**src/rtl/game_pkg.sv**
```systemverilog
// Shared types and constants for the game flow controller.
package game_pkg;

    localparam int unsigned SCORE_W = 4;

    localparam logic [7:0] KEY_START = 8'h2C;
    localparam logic [7:0] KEY_PAUSE = 8'h29;

    typedef enum logic [4:0] {
        TITLE_ON  = 5'b00000,
        TITLE_OFF = 5'b00001,
        PLAY      = 5'b11000,
        PAUSE     = 5'b11111,
        ROUND_WIN = 5'b10000,
        DRAW      = 5'b10011,
        MATCH_WIN = 5'b10100
    } state_t;

    // Round-win increment that stops at the match target instead of wrapping.
    function automatic logic [SCORE_W-1:0] sat_inc(input logic [SCORE_W-1:0] s,
                                                   input logic [SCORE_W-1:0] lim);
        return (s < lim) ? s + 1'b1 : s;
    endfunction

endpackage

```
**src/rtl/key_edge_det.sv**
```systemverilog
// Keycode edge detector: one strobe per key press, no repeats while held.
module key_edge_det
    import game_pkg::*;
#(
    parameter logic [7:0] START_CODE = KEY_START,
    parameter logic [7:0] PAUSE_CODE = KEY_PAUSE
) (
    input  logic       Clk,
    input  logic       Reset,
    input  logic [7:0] keycode,
    output logic       start_ev,
    output logic       pause_ev
);

    logic [7:0] key_q;

    // Previous-cycle keycode history.
    always_ff @(posedge Clk or posedge Reset) begin
        if (Reset)
            key_q <= '0;
        else
            key_q <= keycode;
    end

    // Strobe only on the cycle the code first appears.
    always_comb begin
        start_ev = (keycode == START_CODE) && (key_q != START_CODE);
        pause_ev = (keycode == PAUSE_CODE) && (key_q != PAUSE_CODE);
    end

endmodule

```
**src/rtl/game_flow_ctrl.sv**
```systemverilog
// Game flow controller: title, play, pause, round/draw/match result screens.
module game_flow_ctrl #(
    parameter int unsigned NUM_PLAYERS   = 2,
    parameter int unsigned CNT_W         = 8,
    parameter int unsigned FLICKER_HALF  = 64,
    parameter int unsigned WIN_HOLD      = 255,
    parameter int unsigned ROUNDS_TO_WIN = 3,
    parameter logic [7:0]  KEY_START     = game_pkg::KEY_START,
    parameter logic [7:0]  KEY_PAUSE     = game_pkg::KEY_PAUSE
) (
    input  logic                     Clk,
    input  logic                     Reset,
    input  logic                     frame_tick,
    input  logic [7:0]               keycode,
    input  logic [NUM_PLAYERS-1:0]   die,
    output logic [4:0]               state,
    output logic [CNT_W-1:0]         count_out,
    output logic [1:0]               winner,
    output logic [NUM_PLAYERS-1:0]   alive,
    output logic [4*NUM_PLAYERS-1:0] score,
    output logic                     match_over
);

    import game_pkg::*;

    localparam logic [SCORE_W-1:0] WIN_TARGET = SCORE_W'(ROUNDS_TO_WIN);

    state_t                          state_q, state_d;
    logic [CNT_W-1:0]                cnt_q, cnt_d;
    logic [1:0]                      win_q, win_d;
    logic [NUM_PLAYERS-1:0]          alive_q, alive_d, alive_nx;
    logic [SCORE_W*NUM_PLAYERS-1:0]  score_q, score_d, score_inc;
    logic [2:0]                      n_alive;
    logic [1:0]                      alive_idx;
    logic [SCORE_W-1:0]              win_score;
    logic                            start_ev, pause_ev;
    logic                            counting, flick_done, hold_done;

    key_edge_det #(
        .START_CODE(KEY_START),
        .PAUSE_CODE(KEY_PAUSE)
    ) u_keys (
        .Clk      (Clk),
        .Reset    (Reset),
        .keycode  (keycode),
        .start_ev (start_ev),
        .pause_ev (pause_ev)
    );

    // Survivor analysis of the post-death mask and the score it would produce.
    always_comb begin
        alive_nx  = alive_q & ~die;
        n_alive   = '0;
        alive_idx = '0;
        win_score = '0;
        score_inc = score_q;
        for (int unsigned i = 0; i < NUM_PLAYERS; i++) begin
            n_alive = n_alive + 3'(alive_nx[i]);
            if (alive_nx[i])
                alive_idx = 2'(i);
        end
        for (int unsigned i = 0; i < NUM_PLAYERS; i++) begin
            if (alive_idx == 2'(i))
                score_inc[i*SCORE_W +: SCORE_W] =
                    sat_inc(score_q[i*SCORE_W +: SCORE_W], WIN_TARGET);
            if (win_q == 2'(i))
                win_score = score_q[i*SCORE_W +: SCORE_W];
        end
    end

    // Next-state, next-output and frame counter logic.
    always_comb begin
        state_d = state_q;
        win_d   = win_q;
        alive_d = alive_q;
        score_d = score_q;
        cnt_d   = cnt_q;

        counting   = (state_q != PLAY) && (state_q != PAUSE);
        flick_done = frame_tick && (cnt_q == CNT_W'(FLICKER_HALF - 1));
        hold_done  = frame_tick && (cnt_q == CNT_W'(WIN_HOLD - 1));

        unique case (state_q)
            TITLE_ON, TITLE_OFF: begin
                if (start_ev) begin
                    state_d = PLAY;
                    score_d = '0;
                    alive_d = '1;
                end else if (flick_done) begin
                    state_d = (state_q == TITLE_ON) ? TITLE_OFF : TITLE_ON;
                end
            end
            PLAY: begin
                // Deaths outrank a pause press arriving in the same cycle.
                alive_d = alive_nx;
                if (n_alive == 3'd1) begin
                    state_d = ROUND_WIN;
                    win_d   = alive_idx;
                    score_d = score_inc;
                end else if (n_alive == 3'd0) begin
                    state_d = DRAW;
                end else if (pause_ev) begin
                    state_d = PAUSE;
                end
            end
            PAUSE: begin
                if (start_ev)
                    state_d = PLAY;
            end
            ROUND_WIN: begin
                if (win_score == WIN_TARGET) begin
                    state_d = MATCH_WIN;
                end else if (hold_done) begin
                    state_d = PLAY;
                    alive_d = '1;
                end
            end
            DRAW: begin
                if (hold_done) begin
                    state_d = PLAY;
                    alive_d = '1;
                end
            end
            MATCH_WIN: begin
                if (hold_done) begin
                    state_d = TITLE_ON;
                    score_d = '0;
                end
            end
            default: state_d = TITLE_ON;
        endcase

        if (state_d != state_q)
            cnt_d = '0;
        else if (!counting)
            cnt_d = '0;
        else if (frame_tick)
            cnt_d = cnt_q + 1'b1;
    end

    // State and registered outputs.
    always_ff @(posedge Clk or posedge Reset) begin
        if (Reset) begin
            state_q <= TITLE_ON;
            cnt_q   <= '0;
            win_q   <= '0;
            alive_q <= '1;
            score_q <= '0;
        end else begin
            state_q <= state_d;
            cnt_q   <= cnt_d;
            win_q   <= win_d;
            alive_q <= alive_d;
            score_q <= score_d;
        end
    end

    assign state      = state_q;
    assign count_out  = cnt_q;
    assign winner     = win_q;
    assign alive      = alive_q;
    assign score      = score_q;
    assign match_over = (state_q == MATCH_WIN);

endmodule

```
**config.mk**
```make
export PLATFORM = sky130hd
export DESIGN_NAME = game_flow_ctrl
export DESIGN_NICKNAME = d
export VERILOG_FILES = /design/src/rtl/game_pkg.sv /design/src/rtl/key_edge_det.sv /design/src/rtl/game_flow_ctrl.sv
export SDC_FILE = /design/constraint.sdc
export NUM_CORES = 1
export LEC_CHECK = 0
export ABC_AREA = 1
export ABC_CLOCK_PERIOD_IN_PS = 2300
export CAP_MARGIN = 20
export CORE_UTILIZATION = 25
export DETAILED_ROUTE_END_ITERATION = 10
export SETUP_SLACK_MARGIN = 0.15
export SYNTH_ARGS = -nofsm -noshare
export SYNTH_HDL_FRONTEND = slang
export SYNTH_SLANG_ARGS = --single-unit
```
**constraint.sdc**
```tcl
create_clock -name Clk -period 2.3 [get_ports Clk]
set_input_delay 0.23 -clock Clk [delete_from_list [all_inputs] [get_ports Clk]]
set_output_delay 0.23 -clock Clk [all_outputs]
set_load 0.01 [all_outputs]
```
## Yosys cells after proc, flatten, opt, wreduce, memory -nomap -nowiden

Cells that the tools add are included.

| storage, ports and cells | value |
|---|---|
| flip-flop bits (word level) | 33 |
| input bits | 13 |
| logic and storage cells | 88 |

| cells by class | value |
|---|---|
| add/sub/neg operators | 4 |
| magnitude comparators | 2 |
| equal/unequal tests | 28 |
| mux-type cells | 29 |
| bitwise gates (word level) | 2 |
| reductions and logical operators | 16 |

Operators by type and width:

| operator | count |
|---|---|
| two-way mux 8 bit | 6 |
| two-way mux 5 bit | 9 |
| case mux 5 bit (6 select lines) | 1 |
| equality test 5 bit (second input constant) | 5 |
| equality test 8 x 6 -> 1 bit (second input constant) | 3 |
| two-way mux 4 bit | 6 |
| case mux 8 bit (3 select lines) | 1 |
| != test 8 x 6 -> 1 bit (second input constant) | 2 |
| != test 2 bit (second input constant) | 7 |
| AND reduction 6 bit | 2 |
| != test 5 bit (second input constant) | 2 |
| adder 4 x 1 -> 4 bit (second input constant) | 2 |
| adder 8 x 1 -> 8 bit (second input constant) | 1 |
| equality test 8 bit (second input constant) | 1 |
| < comparator 4 x 2 -> 1 bit (second input constant) | 2 |
| case mux 2 bit (4 select lines) | 1 |
| equality test 2 x 1 -> 1 bit (second input constant) | 3 |
| two-way mux 2 bit | 3 |
| equality test 5 x 1 -> 1 bit (second input constant) | 1 |
| logical AND 1 bit | 5 |
| zero test 5 bit | 1 |
| != test 5 bit | 1 |
| equality test 4 x 2 -> 1 bit (second input constant) | 1 |
| zero test 2 bit | 2 |
| other kinds (12) | 13 |

## Depth between registers and ports, before layout

Gate-level depths: netlist of run 1.

| logic depth | value |
|---|---|
| depth after elaboration | 9 |
| mapped depth | 14 |
| mapped depth without buffers | 14 |

## By module

A second synthesis of run 1 with hierarchy kept.

| unflattened totals | value |
|---|---|
| cell total of the unflattened synthesis | 268 |
| area, all modules | 1979.4 um^2 |

Modules (own cells, without submodules):

| module | instances | cells an instance | area each (um^2) | sequential area each (um^2) |
|---|---|---|---|---|
| game_flow_ctrl | 1 | 226 | 1649.1 | 603.1 |
| key_edge_det | 1 | 42 | 330.3 | 200.2 |

## Worst setup path before layout of run 1

No wires, ideal clock.

| timing path | value |
|---|---|
| path type | register to register |
| start | reg alive_q[1] (netlist: alive[1]) |
| end | reg cnt_q[0] (netlist: count_out[0]) |
| setup time | 72 ps |
| arrival time | 1988 ps |
| required time | 2228 ps |
| path slack | 240 ps |
| stages on the path, launching flop included | 14 |
| buffers on the path | 0 |
| clock period less this slack | 2060 ps |
| path through | dfstp_2 > inv_1 > or2_2 > ha_1 > inv_1 > o21ai_2 > inv_1 > nand2_1 > nand3_1 > nand2_1 > nand2_1 > nor2_1 > nand2_2 > nor2_1 |

| between the ends | value |
|---|---|
| word-level cells in the longest chain between the ends | 8 |

Ends and longest elaborated chain:

| what | line | source |
|---|---|---|
| start, declared | game_flow_ctrl.sv:31 | `logic [NUM_PLAYERS-1:0] alive_q, alive_d, alive_nx;` |
| start signal, assigned | game_flow_ctrl.sv:153 | `alive_q <= alive_d;` |
| AND 2 bit * | game_flow_ctrl.sv:52 | `alive_nx = alive_q & ~die;` |
| adder 1 x 1 -> 2 bit * | game_flow_ctrl.sv:58 | `n_alive = n_alive + 3'(alive_nx[i]);` |
| zero test 3 bit | game_flow_ctrl.sv:100 | `end else if (n_alive == 3'd0) begin` |
| two-way mux 5 bit | game_flow_ctrl.sv:100 |  |
| two-way mux 5 bit * | game_flow_ctrl.sv:96 | `if (n_alive == 3'd1) begin` |
| case mux 5 bit (6 select lines) * | game_flow_ctrl.sv:83 | `unique case (state_q)` |
| named net state_d[0] | game_flow_ctrl.sv:28 | `state_t state_q, state_d;` |
| != test 5 bit * | game_flow_ctrl.sv:133 | `if (state_d != state_q)` |
| != test 3 x 2 -> 1 bit (no source line) / two-way mux 8 bit (equally long branches) | - |  |
| end signal, assigned | game_flow_ctrl.sv:151 | `cnt_q <= cnt_d;` |
| end, declared | game_flow_ctrl.sv:29 | `logic [CNT_W-1:0] cnt_q, cnt_d;` |

The timed path passes the listed nets; every way through them passes the cells marked *.
A chain may end at the register's enable or synchronous reset.

## Worst setup path after layout of run 1

| timing path | value |
|---|---|
| start | reg state_q[1] (netlist: state[1]) |
| end | out match_over |

| between the ends | value |
|---|---|
| word-level cells in the longest chain between the ends | 1 |

Ends and longest elaborated chain:

| what | line | source |
|---|---|---|
| start, declared | game_flow_ctrl.sv:28 |  |
| start signal, assigned | game_flow_ctrl.sv:150 | `state_q <= state_d;` |
| equality test 5 bit | game_flow_ctrl.sv:163 | `assign match_over = (state_q == MATCH_WIN);` |
| end, declared | game_flow_ctrl.sv:21 | `output logic match_over` |

Every way passes these cells.

==> results.txt, run 1 <==
Power Dens Cells: 706 mW/mm2
Worst-path clk slew: 0.08 ns
Post CTS Setup Buffer Count: 0
Synth async-reset ratio: 100%
Area Growth Syn to Fin: 33.5%
Synthesized area per cell: 7.16 um2
Final Cycle Share: 88.8%
Number of buffers inserted by hold repair at cts: 0
Leak: 1.36 nW
Status: finished, final reports clean
Filler cells: 761
Sequential element share of the synthesized area: 40.9%
DR pass1 iterations: 4
Syn Inst Count: 274
CTS tree: built
Final nets: 339
Worst VDD drop: 0.227 mV
Die area: 0.00821 mm2
Final Hold Fails: 0
Final wirelength: 4.78 mm
Slew Viols, Final: 0
Worst hold-check path type: in2async
Die height: 90.6 um
Global route overflow: 0
CTS buffer count: 5
CTS Sinks: 32
Vias in the first global route: 1686
Post-synth top flop: dfrtp_1
Maxcap violations: 0
Largest net degree at the start of global routing: 33
Most common cell after layout, fill and taps aside: nand2_1
Critical Path Fanout Max: 6
Via count: 1840
#FFs+latches synth: 32
DRT iter0 DRCs: 106
Final antenna-violating net count: 0
# port buffers: 37
Final Skew: 0.00946 ns
Post-Syn Area: 0.00196 mm2
Crit end category: output pin
Average wire per cell in the routed design: 11.4 um
Initial Utilization: 26.5%
RSZ-0062 raised after global routing: no
Commonest non-fill, non-tap cells in the layout: nand2_1 (63), inv_1 (45), nor2_1 (38)
Share of layout cells above drive strength 1: 12.8%
Final min period: 2.04 ns
Syn Nets: 293
DRC Markers: 0
Synth cell types: 31
Hpwl dp: 3.68 mm
CP Data Required Time: 2.07 ns
Worst Setup Start Kind: register
Clk_lat worst skew: 0.29 ns
Inserted Diodes: 0
Fin area: 0.00262 mm2
Final Util: 35.3%
Post-DP Area: 0.00247 mm2
WP buf/inv: 1
Max Freq: 0.490 GHz
Core area: 0.00741 mm2
Worst EP arrival: 1.81 ns
Number of synthesized flops with an enable pin: 0
Wire length of the first global-routing pass: 7.96 mm
CP peak stage delay: 0.58 ns
Critical path cell sequence: nor2_4 > nand2_1 > nor2_1 > clkdlybuf4s50_1
Worst path top cell family by delay: buffers and inverters
Warnings, synthesis: 0
GRT Total Usage: 12.0%
Final number of setup-violating endpoints: 0
CTS max path bufs: 2
H-Tree Depth: 2
Root buf cell: clkbuf_8
Crit-path slowest cell: clkdlybuf4s50_1
Critical path class: reg2out
Chip width: 90.6 um
Placer Congestion: 0.793
Initial antenna violation count: 0
IO Pins: 39
Rows: 31
Drt via density: 4.38
-- state kept, by name (all words and copies together), names as in the netlist --
register      cells
alive             2
count_out         8
score             8
state             5
winner            1
u_keys.key_q      8
-- path summary, 6_finish.rpt --
kind | startpoint | end | slack, ns | cells after the start
min in group Clk | keycode[7] | u_keys.key_q[7] | 0.40 | 1
max in group asynchronous | Reset | alive[1] | 1.66 | 3
worst max-delay path | state[1] | match_over | 0.26 | 4
worst max register to register | alive[1] | count_out[7] | 0.27 | 13
worst min-delay path | Reset | u_keys.key_q[4] | 0.32 | 3
worst min register to register | alive[0] | alive[0] | 0.53 | 2
-- metal layers --
| metal | global-route usage, % | wire length [um] | vias up |
|---|---|---|---|
| li1 | - | - | 949 |
| met1 | 14.8 | 2150 | 849 |
| met2 | 19.6 | 2300 | 36 |
| met3 | 3.28 | 252 | 6 |
| met4 | 4.84 | 85 | 0 |
| met5 | 0 | 0 | - |
-- cells by family after synthesis --
logic type | Yosys count | share of synthesized area (%)
compound gates | 25 | 7.33
other cells | 1 | 0.191
buf+inv | 51 | 10.1
simple gates | 157 | 36.7
flops | 32 | 40.9
fa+ha+maj | 6 | 3.83
xor+xnor | 2 | 0.893
-- synthesized netlist by cell type (2+ instances only) --
| master | count | area share [%] |
|---|---|---|
| or2_2 | 2 | 0.64 |
| nand4_1 | 4 | 1.3 |
| nand2_1 | 64 | 12 |
| o21a_1 | 2 | 0.77 |
| nor2_2 | 2 | 0.64 |
| a21oi_1 | 10 | 2.6 |
| nor2_4 | 2 | 1.1 |
| dfrtp_1 | 30 | 38 |
| nand3_1 | 29 | 7.4 |
| inv_2 | 2 | 0.38 |
| ha_1 | 6 | 3.8 |
| nand2_2 | 4 | 1.3 |
| dfstp_2 | 2 | 2.7 |
| nor3_1 | 2 | 0.51 |
| xor2_1 | 2 | 0.89 |
| inv_1 | 47 | 9.0 |
| o21ai_0 | 8 | 2.0 |
| nor2_1 | 43 | 8.2 |
-- worst register-to-register path: stages (launching register included) --
cell and delay [ns]:
dfstp_2 0.53, inv_1 0.05, or2_4 0.24, ha_4 0.27, inv_2 0.05, o21ai_2 0.14, inv_1 0.06, nand2_2 0.08
nand3_2 0.08, nand2_1 0.06, nand2_1 0.05, nor2_2 0.13, nand2_4 0.11, nor2_2 0.12
-- metrics by stage --
step	hold slack, ns	power (mW)	setup WS [ns]	std cells	TNS, ns
after floorplan	0.261	1.05	0.240	274	0
after global placement	0.488	1.29	0.0441	412	0
after detailed placement	0.498	1.30	-0.00410	412	-0.00410
after CTS	0.332	1.87	0.174	420	0
after global routing	0.374	1.96	0.152	420	0
final	0.319	1.85	0.258	420	0
-- report_power, final --
group | total [mW] | internal [mW] | switching [mW] | leakage (nW)
Sequential | 0.751 | 0.641 | 0.110 | 0.407
Combinational | 0.544 | 0.269 | 0.275 | 0.901
Clock | 0.553 | 0.322 | 0.231 | 0.0552
-- layout make-up --
cell class	instances	area [um2]	area share, %
Tap cell	99	124	4.73
Clock inverter	2	35.0	1.34
Timing Repair Buffer	40	393	15.0
Inverter	50	190	7.26
Multi-Input combinational cell	191	1000	38.2
Clock buffer	6	72.6	2.77
Sequential cell	32	803	30.7
-- timing repair --
item | CTS | global route
resized for setup | 4 | 8
pin swaps | 4 | 4
gates cloned | 0 | 0
endpoints found under the setup margin | 8 | 8
(Power assumes the default switching activity.)
==> run 2: changes to the inputs <==
- ABC_CLOCK_PERIOD_IN_PS: 2300 -> 2230
- GPL_TIMING_DRIVEN: not set -> 0
- clock period: 2.3 -> 2.23 ns (I/O delays scaled with it)
==> run 2 against run 1 <==
Net effect: combinational power increased by 6.1%; clock-buffer cell count unchanged; critical path depth increased by 9; worst hold slack improved by 0.024 ns; clock skew decreased by 0.0031 ns; global-route usage decreased by 0.18 points; clock power increased by 0.7%; total power increased by 3.3%; sequential share of layout area decreased by 0.72 points; flip-flop and latch count unchanged; via count about the same; critical path type is now reg2reg; largest power group unchanged.
==> results.txt, run 2 (synthesis gave the netlist of run 1 again) <==
Final number of setup-violating endpoints: 0 (unchanged)
Worst Setup Start Kind: register
Final Hold Fails: 0 (unchanged)
Worst EP arrival: 2.24 ns (+0.43 ns)
Drt via density: 4.37 (-0.18%)
RR Startpoint: alive[1]
Worst hold-check path type: in2async
CP startpoint: alive[1]
Placer Congestion: 0.842 (+6.2%)
Setup tns final: 0 ns (unchanged)
Slew Viols, Final: 0 (unchanged)
DRC Markers: 0 (unchanged)
Share of layout cells above drive strength 1: 15.2% (+2.4 points)
Switch share: 32.8% (-0.55 points)
Root buf cell: clkbuf_8
Setup WS post-layout: 0.200 ns (-0.0586 ns)
DR pass1 iterations: 4 (unchanged)
Final antenna-violating net count: 0 (unchanged)
IO Pins: 39 (unchanged)
Critical path class: reg2reg
Worst VDD drop: 0.311 mV (+37%)
Global route overflow: 0 (unchanged)
Status: finished, final reports clean
DRT iter0 DRCs: 81 (-24%)
RSZ-0062 raised after global routing: yes
Rows: 31 (unchanged)
Initial Utilization: 26.5% (unchanged)
Largest net degree at the start of global routing: 18 (-45%)
Final nets: 340 (+0.29%)
CTS Sinks: 32 (unchanged)
CP Data Required Time: 2.44 ns (+0.37 ns)
Clock power frac: 29.2% (-0.7 points)
Critical Path Fanout Max: 8 (+2)
Die area: 0.00821 mm2 (unchanged)
Register share of total power: 40.6% (about the same)
CTS max path bufs: 2 (unchanged)
Max Freq: 0.492 GHz
Clk_lat worst skew: 0.28 ns (about the same)
Slew @ Worst Pin: 0.678 ns
CTS tree: built
Crit end category: register
Vias in the first global route: 1778 (+5.5%)
Chip width: 90.6 um (unchanged)
Average wire per cell in the routed design: 11.1 um (-2.1%)
Final wirelength: 4.69 mm (-1.9%)
CTS buffer count: 5 (unchanged)
Wire length of the first global-routing pass: 7.97 mm (+0.18%)
Via count: 1841 (+0.054%)
Cell Int Power: 1.28 mW (+4.2%)
Number of buffers inserted by hold repair at cts: 0 (unchanged)
NetSw: 0.626 mW (+1.6%)
Rel. slew slack: 54.7%
# port buffers: 37 (unchanged)
Core area: 0.00741 mm2 (unchanged)
Initial antenna violation count: 0 (unchanged)
Gate power share: 30.2% (+0.8 points)
Inserted Diodes: 0 (unchanged)
Power Dens Cells: 713 mW/mm2 (+0.93%)
Hpwl dp: 3.64 mm (-1.1%)
Pre-CTS setup slack: -0.145 ns (-0.141 ns)
Worst-path clk slew: 0.07 ns (about the same)
Final min period: 2.03 ns
GRT Total Usage: 11.8% (-0.18 points)
Leak: 1.40 nW (+2.7%)
Maxcap violations: 0 (unchanged)
Die height: 90.6 um (unchanged)
Area Growth Syn to Fin: 36.7%
H-Tree Depth: 2 (unchanged)
Final Cycle Share: 91.1%
Final Skew: 0.00633 ns (-0.00313 ns)
Commonest non-fill, non-tap cells in the layout: nand2_1 (63), inv_1 (43), clkdlybuf4s50_1 (36)
Most common cell after layout, fill and taps aside: nand2_1
## run 2: cell count changes in the layout (fill, tap and decap cells not counted), sizes merged
cell           change
dlymetal6s2s       +1
clkdlybuf4s50      -1
buf                +1
## run 2: path summary, 6_finish.rpt
| path | to | slack (ns) | cells past startpoint |
|---|---|---|---|
| max reg2reg | count_out[0] | 0.20 | 13 |
| min | u_keys.key_q[7] | 0.34 | 2 |
| max in group asynchronous | alive[1] | 1.29 | 3 |
| max | count_out[0] | 0.20 | 13 |
| min in group Clk | u_keys.key_q[4] | 0.40 | 1 |
| min reg2reg | score[7] | 0.54 | 2 |
## run 2: final cells by class
cell class	count	area, um2
Buffer	1	7.51
Clock buffer	6	72.6
Clock inverter	2	35.0
Fill cell	770	4730
Inverter	50	193
Multi-Input combinational cell	191	1030
Sequential cell	32	803
Tap cell	99	124
Timing Repair Buffer	40	415
## run 2: metrics by stage
stage	cell area, um2	total power [mW]	hold WS, ns	std cells	util [%]
final	2680	1.91	0.343	421	36.2
after global routing	2680	2.03	0.394	421	36.2
after CTS	2630	1.91	0.370	420	35.6
after detailed placement	2480	1.34	0.492	411	33.5
after global placement	2460	1.33	0.487	410	33.2
after floorplan	1960	1.08	0.254	274	-
## run 2: power by group through the flow
stage	Combinational, mW	Clock (mW)	Sequential [mW]
3_3_place_gp	0.543	0	0.783
5_1_grt	0.646	0.593	0.792
6_report	0.577	0.557	0.776
3_5_place_dp	0.555	0	0.787
2_1_floorplan	0.286	0	0.796
4_1_cts	0.566	0.571	0.776
## run 2: critical path, stage by stage (launching register included)
cell and delay (ns):
dfstp_2 0.54, inv_2 0.03, or2_4 0.25, ha_4 0.28, inv_4 0.04, o21ai_2 0.12, inv_1 0.07, nand2_2 0.08
nand3_2 0.09, nand2_1 0.06, nand2_1 0.05, nor2_2 0.12, nand2_4 0.12, nor2_1 0.10
## run 2: routing by layer
layer	GRT usage (%)	wire length (um)
met5	0	0
met1	14.6	2130
met2	20.3	2280
met3	2.86	220
met4	3.23	53
## run 2: timing repair
action                                  in CTS  in global routing
pin swaps                                    6                  4
resized for setup                           10                 13
buffers inserted                             1                  1
endpoints found under the setup margin      10                 11
==> run 3: changes to the inputs <==
- CORE_UTILIZATION: 25 -> 51
- PLACE_DENSITY: not set -> 0.79
- RECOVER_POWER: not set -> 100
==> run 3 against run 2 <==
Net effect: flip-flop and latch count did not move; maximum frequency shrank 2.0%; critical endpoint is now score[0]; non-clock buffer count grew 5.
==> results.txt, run 3 (synthesis gave the netlist of run 1 again) <==
Status: finished, final reports clean
Crit end category: register
CP peak stage delay: 0.54 ns (about the same)
Met2 Wirelength: 2.16 mm (-5.5%)
R2R Setup Slk: 0.16 ns (-0.04 ns)
Via count: 1921 (+4.3%)
DRC Markers: 0 (unchanged)
Setup WS post-layout: 0.158 ns (-0.0416 ns)
Slew Viols, Final: 0 (unchanged)
Drt via density: 5.12 (+17%)
Die area: 0.00410 mm2 (-50%)
Worst-path clk slew: 0.07 ns (about the same)
Largest net degree at the start of global routing: 20 (+2)
Initial Utilization: 53.2% (+27 points)
Final Cycle Share: 92.9% (+1.9 points)
Pre-CTS setup slack: -0.165 ns (-0.0202 ns)
Register share of total power: 43.4% (+2.8 points)
Gate power share: 31.9% (+1.7 points)
Post-DP Area: 0.00242 mm2 (-2.6%)
Core area: 0.00369 mm2 (-50%)
Crit-path slowest cell: dfstp_1
Met3 routed WL: 276 um (+25%)
GRT Total Usage: 23.5% (+12 points)
Rel. slew slack: 31.9% (-23 points)
Die height: 64.0 um (-29%)
Maxcap violations: 0 (unchanged)
Inserted Diodes: 0 (unchanged)
# port buffers: 37 (unchanged)
H-Tree Depth: 2 (unchanged)
Wire length of the first global-routing pass: 7.38 mm (-7.4%)
Cell Count Post-Placement: 360 (-12%)
Fin area: 0.00266 mm2 (-0.89%)
Rows: 22 (-29%)
Clock power frac: 24.7% (-4.5 points)
IO Pins: 39 (unchanged)
Average wire per cell in the routed design: 12.3 um (+10%)
Max Freq: 0.483 GHz (-2.0%)
Commonest non-fill, non-tap cells in the layout: nand2_1 (57), inv_1 (43), nor2_1 (36)
Worst VDD drop: 0.582 mV (+87%)
Leak: 1.45 nW (+3.5%)
Initial antenna violation count: 0 (unchanged)
Root buf cell: clkbuf_8
CTS tree: built
CTS max path bufs: 2 (unchanged)
Final nets: 345 (+1.5%)
Share of layout cells above drive strength 1: 17.7% (+2.5 points)
Total power draw: 1.77 mW (-7.1%)
Worst hold-check path type: in2async
Filler cells: 289 (-62%)
Met1 wire length: 2.10 mm (-1.5%)
Highest Signal Layer: met4
Hold WS: 0.382 ns (+0.0393 ns)
CTS buffer count: 5 (unchanged)
Most frequent CP cell: a21oi_1
Critical path cell sequence: inv_2 > or2_4 > ha_4 > inv_4 > nand2_4 > nand2_1 > nor2_1 > o21ai_0 > a21oi_1 > a21oi_1
Final antenna-violating net count: 0 (unchanged)
DR pass1 iterations: 4 (unchanged)
Worst Setup Start Kind: register
Cell Int Power: 1.14 mW (-11%)
Critical path class: reg2reg
Critical Path Fanout Max: 4 (-4)
Area Growth Syn to Fin: 35.5%
Global route overflow: 0 (unchanged)
NetSw: 0.635 mW (+1.4%)
Setup tns final: 0 ns (unchanged)
Hpwl dp: 3.29 mm (-9.4%)
Final min period: 2.07 ns (+0.0416 ns)
Fin cells: 375 (-11%)
Final wirelength: 4.60 mm (-2.0%)
CTS Sinks: 32 (unchanged)
Clk_lat worst skew: 0.29 ns (about the same)
RSZ-0062 raised after global routing: yes
Slew @ Worst Pin: 1.02 ns (+0.343 ns)
Worst EP arrival: 2.24 ns (about the same)
Most common cell after layout, fill and taps aside: nand2_1
Placer Congestion: 0.872 (+3.6%)
Power Dens Cells: 668 mW/mm2 (-6.3%)
Final Skew: 0.0105 ns (+0.00421 ns)
Final Util: 72.0% (+36 points)
Final number of setup-violating endpoints: 0 (unchanged)
Vias in the first global route: 1702 (-4.3%)
Switch share: 35.8% (+3.0 points)
Final Hold Fails: 0 (unchanged)
Chip width: 64.0 um (-29%)
CP Data Required Time: 2.40 ns (-0.04 ns)
DRT iter0 DRCs: 99 (+22%)
==> run 3: area by class of cell <==
class | instances | area (um2) | share of cell area, %
multi-input cells | 191 | 1080 | 40.5
inverters | 50 | 193 | 7.25
repair buffers | 45 | 430 | 16.2
clock inverters | 3 | 18.8 | 0.706
flip-flops and latches | 32 | 803 | 30.2
well taps | 48 | 60.1 | 2.26
clock buffers | 5 | 68.8 | 2.59
plain buffers | 1 | 7.51 | 0.282
==> run 3: power by group through the flow <==
stage / clock network, mW / logic (mW) / registers (mW)
after floorplan: 0 / 0.286 / 0.796
after global placement: 0 / 0.532 / 0.780
after detailed placement: 0 / 0.549 / 0.782
after CTS: 0.442 / 0.562 / 0.772
after global routing: 0.468 / 0.628 / 0.784
final: 0.439 / 0.566 / 0.771
==> run 3: path summary, 6_finish.rpt <==
| kind | start | endpoint | depth (start not counted) |
|---|---|---|---|
| worst max-delay path | alive[1] | score[0] | 10 |
| worst min-delay path | Reset | u_keys.key_q[4] | 2 |
| worst max register to register | alive[1] | score[0] | 10 |
| worst min register to register | score[2] | score[2] | 2 |
| max in group asynchronous | Reset | count_out[5] | 3 |
| min in group Clk | keycode[5] | u_keys.key_q[5] | 1 |
==> run 3: routing by layer <==
metal  GRT usage, %  up-vias
met5              0        -
met4           8.24        0
met3           6.43        8
met2           35.2       57
met1           32.4      896
li1               -      960
==> run 3: critical path, delay by kind of cell (launching register included) <==
kind,cells,cell delay [ns]
AO/OA/AOI/OAI,3,0.43
buffers and inverters,2,0.09
adder cells (fa/ha/maj),1,0.29
flip-flops,1,0.54
AND/OR/NAND/NOR,4,0.59
==> run 3: repair_timing <==
action,4_1_cts,5_1_grt
hold buffers,0,0
resized for setup,10,34
pin swaps,5,17
buffers inserted,0,7
endpoints found under the setup margin,10,11
hold endpoints to repair,0,0
